### config.mk
export PLATFORM = sky130hd
export DESIGN_NAME = usb_stream_arbiter
export DESIGN_NICKNAME = d
export VERILOG_FILES = /design/src/rtl/usb_stream_arbiter.sv
export SDC_FILE = /design/constraint.sdc
export NUM_CORES = 1
export LEC_CHECK = 0
export ABC_AREA = 1
export CORE_UTILIZATION = 55
export CTS_CLUSTER_SIZE = 40
export DETAILED_ROUTE_END_ITERATION = 10
export DONT_BUFFER_PORTS = 1
export PLACE_DENSITY = 0.7
export SLEW_MARGIN = 10
export SYNTH_ARGS = -nofsm -noshare
export SYNTH_HDL_FRONTEND = slang
export SYNTH_SLANG_ARGS = --single-unit
### constraint.sdc
create_clock -name clk -period 2.77 [get_ports clk]
set_input_delay 0.831 -clock clk [delete_from_list [all_inputs] [get_ports clk]]
set_output_delay 0.831 -clock clk [all_outputs]
set_load 0.03 [all_outputs]
### src/rtl/usb_stream_arbiter.sv
// Packet-atomic round-robin arbiter merging COBS byte streams onto one USB FIFO stream.
// Optional mid-packet stall timeout with COBS-delimiter abort: define USB_ARB_TIMEOUT_EN.
module usb_stream_arbiter #(
    parameter int NUM_SOURCES    = 2,
    parameter int DATA_WIDTH     = 8,
    parameter int TIMEOUT_CYCLES = 1024
) (
    input  logic                              clk,
    input  logic                              rst_n,
    input  logic [NUM_SOURCES*DATA_WIDTH-1:0] s_tdata,
    input  logic [NUM_SOURCES-1:0]            s_tvalid,
    input  logic [NUM_SOURCES-1:0]            s_tlast,
    output logic [NUM_SOURCES-1:0]            s_tready,
    output logic [DATA_WIDTH-1:0]             m_tdata,
    output logic                              m_tvalid,
    output logic                              m_tlast,
    input  logic                              m_tready,
    output logic [NUM_SOURCES-1:0]            grant,
    output logic                              busy,
    output logic                              timeout_err,
    input  logic                              err_clear
);
    localparam int PTR_W = (NUM_SOURCES > 1) ? $clog2(NUM_SOURCES) : 1;

`ifdef USB_ARB_TIMEOUT_EN
    typedef enum logic [1:0] {IDLE, FORWARD, ABORT} state_t;
`else
    typedef enum logic {IDLE, FORWARD} state_t;
`endif

    state_t                  state_q, state_d;
    logic [PTR_W-1:0]        ptr_q, ptr_d;
    logic [NUM_SOURCES-1:0]  grant_q, grant_d;
    logic                    m_tvalid_q, m_tlast_q;
    logic [DATA_WIDTH-1:0]   m_tdata_q;
    logic                    out_ready, fwd_hs, fwd_last, stall_fire;
    logic [NUM_SOURCES-1:0]  req, drop_q;
    logic                    found;
    logic [PTR_W-1:0]        winner;
    int                      idx;

    assign out_ready = !m_tvalid_q || m_tready;
    assign fwd_hs    = (state_q == FORWARD) && s_tvalid[ptr_q] && out_ready;
    assign fwd_last  = fwd_hs && s_tlast[ptr_q];

`ifdef USB_ARB_TIMEOUT_EN
    localparam int CNT_W = $clog2(TIMEOUT_CYCLES + 1);
    logic [CNT_W-1:0] stall_q;
    logic             timeout_err_q;

    assign stall_fire = (state_q == FORWARD) && !s_tvalid[ptr_q]
                        && (stall_q == CNT_W'(TIMEOUT_CYCLES - 1));

    always_ff @(posedge clk or negedge rst_n) begin
        if (!rst_n) begin
            stall_q       <= '0;
            timeout_err_q <= 1'b0;
        end else begin
            if (state_q != FORWARD || fwd_hs)
                stall_q <= '0;
            else if (!s_tvalid[ptr_q])
                stall_q <= stall_q + 1'b1;
            if (stall_fire)
                timeout_err_q <= 1'b1;
            else if (err_clear)
                timeout_err_q <= 1'b0;
        end
    end

    // An aborted source keeps draining its packet into the void until its tlast.
    for (genvar gi = 0; gi < NUM_SOURCES; gi++) begin : g_drop
        always_ff @(posedge clk or negedge rst_n) begin
            if (!rst_n)
                drop_q[gi] <= 1'b0;
            else if (stall_fire && ptr_q == PTR_W'(gi))
                drop_q[gi] <= 1'b1;
            else if (drop_q[gi] && s_tvalid[gi] && s_tlast[gi])
                drop_q[gi] <= 1'b0;
        end
    end

    assign req         = s_tvalid & ~drop_q;
    assign timeout_err = timeout_err_q;
`else
    logic unused_ok;
    assign unused_ok   = err_clear ^ (TIMEOUT_CYCLES > 0);
    assign stall_fire  = 1'b0;
    assign drop_q      = '0;
    assign req         = s_tvalid;
    assign timeout_err = 1'b0;
`endif

    always_comb begin
        state_d = state_q;
        ptr_d   = ptr_q;
        grant_d = grant_q;
        found   = 1'b0;
        winner  = ptr_q;
        idx     = 0;
        // First requester strictly after the last owner, wrapping around.
        for (int k = 1; k <= NUM_SOURCES; k++) begin
            idx = int'(ptr_q) + k;
            if (idx >= NUM_SOURCES)
                idx = idx - NUM_SOURCES;
            if (!found && req[idx]) begin
                found  = 1'b1;
                winner = PTR_W'(idx);
            end
        end
        case (state_q)
            IDLE: begin
                if (found) begin
                    state_d         = FORWARD;
                    ptr_d           = winner;
                    grant_d         = '0;
                    grant_d[winner] = 1'b1;
                end
            end
            FORWARD: begin
                if (fwd_last) begin
                    state_d = IDLE;
                    grant_d = '0;
                end else if (stall_fire) begin
`ifdef USB_ARB_TIMEOUT_EN
                    state_d = ABORT;
`endif
                    grant_d = '0;
                end
            end
`ifdef USB_ARB_TIMEOUT_EN
            ABORT: begin
                if (out_ready)
                    state_d = IDLE;
            end
`endif
            default: state_d = IDLE;
        endcase
    end

    always_ff @(posedge clk or negedge rst_n) begin
        if (!rst_n) begin
            state_q <= IDLE;
            ptr_q   <= PTR_W'(NUM_SOURCES - 1);
            grant_q <= '0;
        end else begin
            state_q <= state_d;
            ptr_q   <= ptr_d;
            grant_q <= grant_d;
        end
    end

    always_ff @(posedge clk or negedge rst_n) begin
        if (!rst_n) begin
            m_tvalid_q <= 1'b0;
            m_tdata_q  <= '0;
            m_tlast_q  <= 1'b0;
        end else if (fwd_hs) begin
            m_tvalid_q <= 1'b1;
            m_tdata_q  <= s_tdata[ptr_q*DATA_WIDTH +: DATA_WIDTH];
            m_tlast_q  <= s_tlast[ptr_q];
`ifdef USB_ARB_TIMEOUT_EN
        end else if (state_q == ABORT && out_ready) begin
            // Lone zero byte with tlast: COBS delimiter so the host resynchronises.
            m_tvalid_q <= 1'b1;
            m_tdata_q  <= '0;
            m_tlast_q  <= 1'b1;
`endif
        end else if (m_tready) begin
            m_tvalid_q <= 1'b0;
        end
    end

    assign s_tready = ((state_q == FORWARD && out_ready) ? grant_q : '0) | drop_q;
    assign m_tdata  = m_tdata_q;
    assign m_tvalid = m_tvalid_q;
    assign m_tlast  = m_tlast_q;
    assign grant    = grant_q;
    assign busy     = (state_q != IDLE);
endmodule

==> flow_summary.yaml <==
drt:
  drt_first_pass_iters: 4
  drc_errors: 0
  routed_wl_um: 1340
  avgRoutedWirePerCell_um: 11.2
  vias: 597
  drtAntennaViolNets: 0
  drt_iter0_drc: 9
  vias_per_cell: 5.02
logic_synthesis:
  ys_seq_elements: 14
  synth_edf_count: 0
  synth_top_area_cell: "dfrtp_1"
  syn_area_per_cell_sq_um: 7.62
  ys_types: 18
  syn_area_sq_um: 792
  ys.flop_type: "dfrtp_1"
  synthCells: 104
  synth_area_leaders: "dfrtp_1, nand2_1, nand2_2"
  synth.top_cells.by_count: "nand2_1, dfrtp_1, nand2_2"
  synth.most_common_cell: "nand2_1"
  ys_warn_count: 0
  async_reset_ff_frac: 1.00
  synth_top_area_frac: 0.411
  synthesis.nets: 128
  ys_seq_area_frac: 0.444
timing:
  clock.fmax_ghz: 0.420
  fin_crit_sh: 0.860
  finalHoldViolCount: 0
  rsz0062_at_grt: "false"
  min_period_ps: 2380
  setup_viol: 0
  drv_slew: 0
  setup_tns_ps: 0
  skew_ps: 0.828
  slew_headroom: 0.633
  worst_slew_pin_slew_ps: 549
  whs_ps: 235
power_and_ir_drop:
  p_seq_frac: 0.525
  vdd_ir_drop_max_v: 0.000583
  power.share.switching: 0.534
  power_frac_clock: 0.135
  p_leak_nw: 0.467
  intPower_mw: 0.512
  combinationalPowerShare: 0.340
  p_sw_mw: 0.587
  power_density_nw_per_um2: 1350
global_route:
  grt_util_met2: 0.335
  grt_util_all_layers: 0.196
  grt_max_degree: 15
  antenna_found_initial: 0
  grt_pass1_wl_um: 2080
  gr-total-overflow: 0
  grt_pass1_vias: 522
  top_usage_layer: "met2"
  gr-usage-met3: 0.0556
  use_met1: 0.240
placed_design:
  place_hpwl_um: 989
  gp_congestion: 0.781
  postPlaceCellArea_sq_um: 776
  portBuffers: 0
layout:
  antennaDiodeCount: 0
  fillCellCount: 117
  fin_area_sq_um: 812
  register_area_sq_um: 352
  areaGrowthSynthToFinish_pct: 2.53
  multi_input_area_sq_um: 375
  final_nets: 129
  drive_above_1_share: 0.240
  utilization: 0.616
setup_path:
  cp_max_fo: 5
  reg2reg_to: "m_tdata[7]"
  worst_setup_path_end_kind: "primary output"
  path_class: "reg2out"
  cpPeakStageDelay_ps: 590
  path_cells: "o21ai_0 -> nor2_1"
  worstPathRequired_ps: 1940
  worst_r2r_path_depth: 7
  r2r_slack_ps: 1130
  crit_slowest_cell: "dfrtp_1"
  reg2reg_from: "ptr_q"
  cp.arrival_ps: 1550
  start_kind: "register"
floorplan:
  rows: 13
  fp.dieH_um: 39.9
  io_pins: 40
  die_w_um: 39.9
  start_util: 0.601
  dieArea_sq_um: 1600
  placeableCoreArea_sq_um: 1320
cts:
  clkTransAtPathRegs_ps: 90
  cts_tree: "yes"
  htree_levels: 1
  ctsHoldBuffers: 0
  cts_buffer_depth: 2
  clk_latency_ps: 280
  cts_made_buffers: 3
  clock-sinks: 14
  post-cts-setup-buffers: 0
  root_buffer: "clkbuf_4"
  cts_resized: 0
run_status:
  status: "finished clean"
worst_hold_path:
  hold_class: "in2async"
run:
  drv_cap: 0
==> critical path: cells and delay by family (launching register included) <==
| family | cells | cell delay, ps |
|---|---|---|
| DFF | 1 | 590 |
| and+or+nand+nor | 1 | 470 |
| AOI/OAI and AO/OA | 1 | 210 |
==> cell families after synthesis <==
group / synth area share
flip-flops: 0.444
AND/OR/NAND/NOR: 0.408
buffers and inverters: 0.0821
other: 0.00473
AO/OA/AOI/OAI: 0.0616
==> state kept, by name, summed over array words and instances, names as in the netlist <==
register,cells
m_tlast,1
ptr_q,1
grant,2
m_tvalid,1
busy,1
m_tdata,8
==> worst max-delay path by stage <==
stage / end / startpoint
3_3_place_gp: s_tready[1] / m_tready
3_5_place_dp: s_tready[0] / m_tready
2_1_floorplan: s_tready[0] / m_tready
5_1_grt: s_tready[0] / m_tvalid
6_report: s_tready[0] / busy
4_1_cts: s_tready[0] / busy
==> power groups by stage <==
stage / clock (mW) / combinational (mW) / sequential (mW)
6_report: 0.148 / 0.374 / 0.577
5_1_grt: 0.160 / 0.438 / 0.598
4_1_cts: 0.150 / 0.379 / 0.580
3_5_place_dp: 0 / 0.377 / 0.583
3_3_place_gp: 0 / 0.371 / 0.581
2_1_floorplan: 0 / 0.379 / 0.546
==> per-layer routing <==
layer,part of all wire,vias up,wire (um)
met3,0.063,0,84
met2,0.46,23,619
met1,0.47,264,634
met5,0,-,0
li1,-,310,-
met4,0,0,0
==> final cells by class <==
class / instances / share of cell area
clock buffer: 4 / 0.0447
multi-input combinational: 78 / 0.462
tap: 15 / 0.0231
inverter: 8 / 0.0370
sequential: 14 / 0.433
==> layout by cell type, fill, tap and decap left out <==
cell      synthesis  final
nand2_1          52     52
clkbuf_8          0      1
nand3_1           2      2
o21ai_2           2      2
inv_1             5      5
conb_1            1      1
clkbuf_4          0      3
dfstp_2           1      1
o21ai_0           1      1
o21ai_1           2      2
nand2_2          10     10
nand2_4           3      3
inv_2             3      3
dfrtp_1          13     13
nand3_2           1      1
nor2_1            3      3
a21oi_4           1      1
==> metrics by stage <==
step           power (mW)  cells  setup WS (ps)
6_report             1.10    119            388
4_1_cts              1.11    119            383
3_5_place_dp        0.960    115            535
3_3_place_gp        0.952    115            543
2_1_floorplan       0.925    104            584
5_1_grt              1.20    119            283
Power figures use the tool's default switching activity.
==> RTL change 1, RTL diff (same settings) <==
The option `USB_ARB_TIMEOUT_EN` is turned on by a define.
--- a/src/rtl/usb_stream_arbiter.sv
+++ b/src/rtl/usb_stream_arbiter.sv
@@ -1,5 +1,7 @@
 // Packet-atomic round-robin arbiter merging COBS byte streams onto one USB FIFO stream.
 // Optional mid-packet stall timeout with COBS-delimiter abort: define USB_ARB_TIMEOUT_EN.
+`define USB_ARB_TIMEOUT_EN
+
 module usb_stream_arbiter #(
     parameter int NUM_SOURCES    = 2,
     parameter int DATA_WIDTH     = 8,
Check against the original RTL: no difference found for any inputs over 10 cycles, from zero or initial values and one cycle with rst_n low; that may be too few to reach the edited logic, so the function may still have changed.
==> RTL change 1 against the unedited design <==
Register-to-register slack worse by 0.16 ns; clock power grew 99%; critical path depth grew 3; final area up 98%; sequential power increased by 41%; setup slack got worse by 0.019 ns; total power grew 47%; sequential cell count grew 15; area after synthesis grew 91%; wire length grew 130%; largest power group unchanged.
==> RTL change 1: results (changes against the unedited design) <==
<table>
<tr><th>Metric</th><th>Value</th></tr>
<tr><th colspan="2">Layout</th></tr>
<tr><td>Fraction of layout instances using a drive strength above 1</td><td>14.50% (-9.5 points)</td></tr>
<tr><td>Layout filler cell count</td><td>227 (+94%)</td></tr>
<tr><th colspan="2">Global route</th></tr>
<tr><td>Routing usage on met2</td><td>37.60% (+4.1 points)</td></tr>
<tr><td>First-pass GRT wire length</td><td>4802 µm (+130%)</td></tr>
<tr><td>GRT met1 Usage</td><td>29.91% (+5.9 points)</td></tr>
<tr><th colspan="2">Synth</th></tr>
<tr><td>Post-Synth Adder-Cell Area</td><td>0.8271% (+0.83 points)</td></tr>
<tr><td>Largest cells by area after synthesis</td><td>sky130_fd_sc_hd__dfrtp_1 46%, sky130_fd_sc_hd__nand2_1 13%, sky130_fd_sc_hd__o21ai_0 7.6%</td></tr>
<tr><td>List of most frequent post-synthesis cells</td><td>51 x sky130_fd_sc_hd__nand2_1, 28 x sky130_fd_sc_hd__dfrtp_1, 25 x sky130_fd_sc_hd__inv_1</td></tr>
<tr><td>Synthesized instance count</td><td>194 (+87%)</td></tr>
<tr><th colspan="2">Critical path</th></tr>
<tr><td>Maximum net fanout on the critical path</td><td>4 (-1)</td></tr>
<tr><td>Critical Path AT</td><td>1.57 ns (+0.02 ns)</td></tr>
<tr><td>Register-to-Register Setup Slack</td><td>0.97 ns (-0.16 ns)</td></tr>
<tr><th colspan="2">Status</th></tr>
<tr><td>Result of the run</td><td>finished, final reports clean</td></tr>
<tr><th colspan="2">Detailed routing</th></tr>
<tr><td>Per-cell routed wire length</td><td>13.20 µm (+17%)</td></tr>
<tr><td>Total Wirelength</td><td>3035 µm (+130%)</td></tr>
<tr><td>Amount of wire on met2 after detailed routing</td><td>1476 µm (+140%)</td></tr>
<tr><td>Vias post-DR</td><td>1246 (+110%)</td></tr>
<tr><td>1st-iter DRT viols</td><td>16 (+7)</td></tr>
<tr><th colspan="2">Placed design</th></tr>
<tr><td>Post-placement worst setup slack</td><td>0.4913 ns (-0.04408 ns)</td></tr>
<tr><td>Final weighted congestion in routability-driven placement</td><td>0.8212 (+5.1%)</td></tr>
<tr><th colspan="2">CTS</th></tr>
<tr><td>Clock H-tree levels</td><td>2 (+1)</td></tr>
<tr><td>Clk Latency, worst-skew pair</td><td>0.32 ns (+0.04 ns)</td></tr>
<tr><td>Clock buffers created by TritonCTS</td><td>5 (+2)</td></tr>
<tr><th colspan="2">Power and ir drop</th></tr>
<tr><td>Pleak</td><td>0.7773 nW (+66%)</td></tr>
<tr><th colspan="2">Timing</th></tr>
<tr><td>Max Clock Skew</td><td>0.008215 ns (+0.007387 ns)</td></tr>
</table>
RTL change 1: worst max path at each step:
stage | from | to | slack (ns) | cells past startpoint
after floorplan | m_tready | s_tready[0] | 0.56 | 4
after global placement | m_tready | s_tready[1] | 0.49 | 4
after detailed placement | m_tready | s_tready[1] | 0.49 | 4
after CTS | m_tvalid$_DFFE_PN0P_ | s_tready[1] | 0.35 | 5
after global routing | m_tvalid$_DFFE_PN0P_ | s_tready[1] | 0.23 | 5
final | m_tvalid$_DFFE_PN0P_ | s_tready[1] | 0.37 | 5
RTL change 1: layout make-up:
cell class                      count  area [µm²]  area share [%]
Sequential cell                    29       726.9           45.11
Multi-Input combinational cell    136       673.1           41.77
Inverter                           27       103.9           6.444
Clock buffer                        7       65.06           4.037
Tap cell                           30       37.54           2.329
Clock inverter                      1       5.005          0.3106
RTL change 1: where the power goes:
group	internal (mW)	switching [mW]	leakage [nW]	total, mW
clock network	0.147	0.148	0.0413	0.295
logic	0.170	0.339	0.360	0.509
registers	0.541	0.275	0.376	0.816
==> RTL change 2, RTL diff (same flow settings) <==
Without the edit above. Change the parameter `DATA_WIDTH` from 8 to 12.
--- a/src/rtl/usb_stream_arbiter.sv
+++ b/src/rtl/usb_stream_arbiter.sv
@@ -2,7 +2,7 @@
 // Optional mid-packet stall timeout with COBS-delimiter abort: define USB_ARB_TIMEOUT_EN.
 module usb_stream_arbiter #(
     parameter int NUM_SOURCES    = 2,
-    parameter int DATA_WIDTH     = 8,
+    parameter int DATA_WIDTH     = 12,
     parameter int TIMEOUT_CYCLES = 1024
 ) (
     input  logic                              clk,
Interface: changed (resized m_tdata and s_tdata); port bits go from 40 to 52. The function was not compared with the original's and may differ.
==> RTL change 2 against the unedited design <==
Final cell count grew 24%; worst hold slack lost 0.011 ns; critical endpoint is now s_tready[1]; sequential cell count grew 4; sequential power grew 26%; first-iteration DRC count grew 11%; setup slack gained 0.033 ns; die area grew 15%; area after synthesis grew 15%; total power grew 13%; wire length grew 32%; final area grew 14%.
==> RTL change 2: results (changes against the unedited design) <==
<table>
<tr><th>Metric</th><th>Value</th></tr>
<tr><th colspan="2">Status</th></tr>
<tr><td>Result of the run</td><td>finished, final reports clean</td></tr>
<tr><th colspan="2">Timing</th></tr>
<tr><td>Max Clock Skew</td><td>0.007176 ns (+0.006348 ns)</td></tr>
<tr><th colspan="2">Critical path</th></tr>
<tr><td>Register-to-Register Setup Slack</td><td>1.06 ns (-0.07 ns)</td></tr>
<tr><td>RR Endpoint</td><td>m_tdata[0]$_DFFE_PN0P_</td></tr>
<tr><td>Critical Path AT</td><td>1.52 ns (-0.03 ns)</td></tr>
<tr><th colspan="2">Power and ir drop</th></tr>
<tr><td>Switching part of the total</td><td>54.63% (+1.2 points)</td></tr>
<tr><td>Pleak</td><td>0.5614 nW (+20%)</td></tr>
<tr><td>Worst IR drop on VDD</td><td>0.0006589 V (+13%)</td></tr>
<tr><th colspan="2">Layout</th></tr>
<tr><td>Fraction of layout instances using a drive strength above 1</td><td>5.303% (-19 points)</td></tr>
<tr><td>Layout filler cell count</td><td>158 (+35%)</td></tr>
<tr><td>Max reg flops</td><td>12 (+4)</td></tr>
<tr><th colspan="2">Detailed routing</th></tr>
<tr><td>Routed via count divided by cell count</td><td>5.230 (+4.2%)</td></tr>
<tr><td>Met1 WL</td><td>790 µm (+25%)</td></tr>
<tr><td>Amount of wire on met2 after detailed routing</td><td>834 µm (+35%)</td></tr>
<tr><td>Total Wirelength</td><td>1770 µm (+32%)</td></tr>
<tr><th colspan="2">Synth</th></tr>
<tr><td>Largest cells by area after synthesis</td><td>sky130_fd_sc_hd__dfrtp_1 47%, sky130_fd_sc_hd__nand2_1 36%, sky130_fd_sc_hd__dfstp_2 2.9%</td></tr>
<tr><td>Compound-Gate Fraction of Synth Area</td><td>3.283% (-2.9 points)</td></tr>
<tr><td>Sequential area share after synthesis</td><td>49.38% (+5.0 points)</td></tr>
<tr><td>Number of distinct standard cells referenced by the synthesized netlist</td><td>14 (-4)</td></tr>
<tr><th colspan="2">Global route</th></tr>
<tr><td>GRT met1 Usage</td><td>27.27% (+3.2 points)</td></tr>
<tr><td>First-pass GRT wire length</td><td>3084 µm (+48%)</td></tr>
<tr><td>Maximum number of pins on one net before global-route repair</td><td>19 (+4)</td></tr>
<tr><td>Met3 Use GR</td><td>6.383% (+0.83 points)</td></tr>
<tr><td>Global router's overall resource usage</td><td>22.09% (+2.4 points)</td></tr>
<tr><td>Routing usage on met2</td><td>36.67% (+3.2 points)</td></tr>
<tr><th colspan="2">Placed design</th></tr>
<tr><td>Post-placement worst setup slack</td><td>0.5601 ns (+0.02481 ns)</td></tr>
<tr><td>Post-detailed-placement half-perimeter wirelength</td><td>1305 µm (+32%)</td></tr>
</table>
[RTL change 2: how the worst max path moves through the flow]
stage,to,slack (ns),depth (start not counted)
6_report,s_tready[1],0.42,2
5_1_grt,s_tready[1],0.35,2
4_1_cts,s_tready[1],0.41,2
3_5_place_dp,s_tready[1],0.56,2
3_3_place_gp,s_tready[1],0.56,2
2_1_floorplan,s_tready[0],0.59,2
[RTL change 2: worst max-delay path, stage by stage, from the launching register on]
cell and delay (ns):
sky130_fd_sc_hd__dfrtp_1 0.59, sky130_fd_sc_hd__o21ai_0 0.19, sky130_fd_sc_hd__nor2_1 0.46
[RTL change 2: metrics by stage]
| step | cell area [µm²] | instances | power, mW | util [%] | hold slack, ns |
|---|---|---|---|---|---|
| floorplan | 914.6 | 133 | 1.064 | - | 0.5354 |
| CTS | 924.6 | 148 | 1.259 | 60.67 | 0.2186 |
| detailed placement | 898.4 | 144 | 1.127 | 58.95 | 0.5357 |
| global placement | 898.4 | 144 | 1.108 | 58.95 | 0.5357 |
| global route | 924.6 | 148 | 1.358 | 60.67 | 0.2030 |
| finish | 924.6 | 148 | 1.246 | 60.67 | 0.2248 |
[RTL change 2: layout make-up]
type / count / area, µm² / share of cell area [%]
flip-flops and latches: 18 / 451.7 / 48.85
multi-input cells: 102 / 396.6 / 42.90
well taps: 16 / 20.02 / 2.165
inverters: 8 / 30.03 / 3.248
clock buffers: 4 / 26.28 / 2.842
[RTL change 2: power groups by stage]
stage	logic (mW)	clock network, mW	registers, mW
floorplan	0.375	0	0.689
CTS	0.393	0.137	0.729
global route	0.468	0.145	0.744
detailed placement	0.394	0	0.733
global placement	0.378	0	0.730
finish	0.386	0.132	0.727
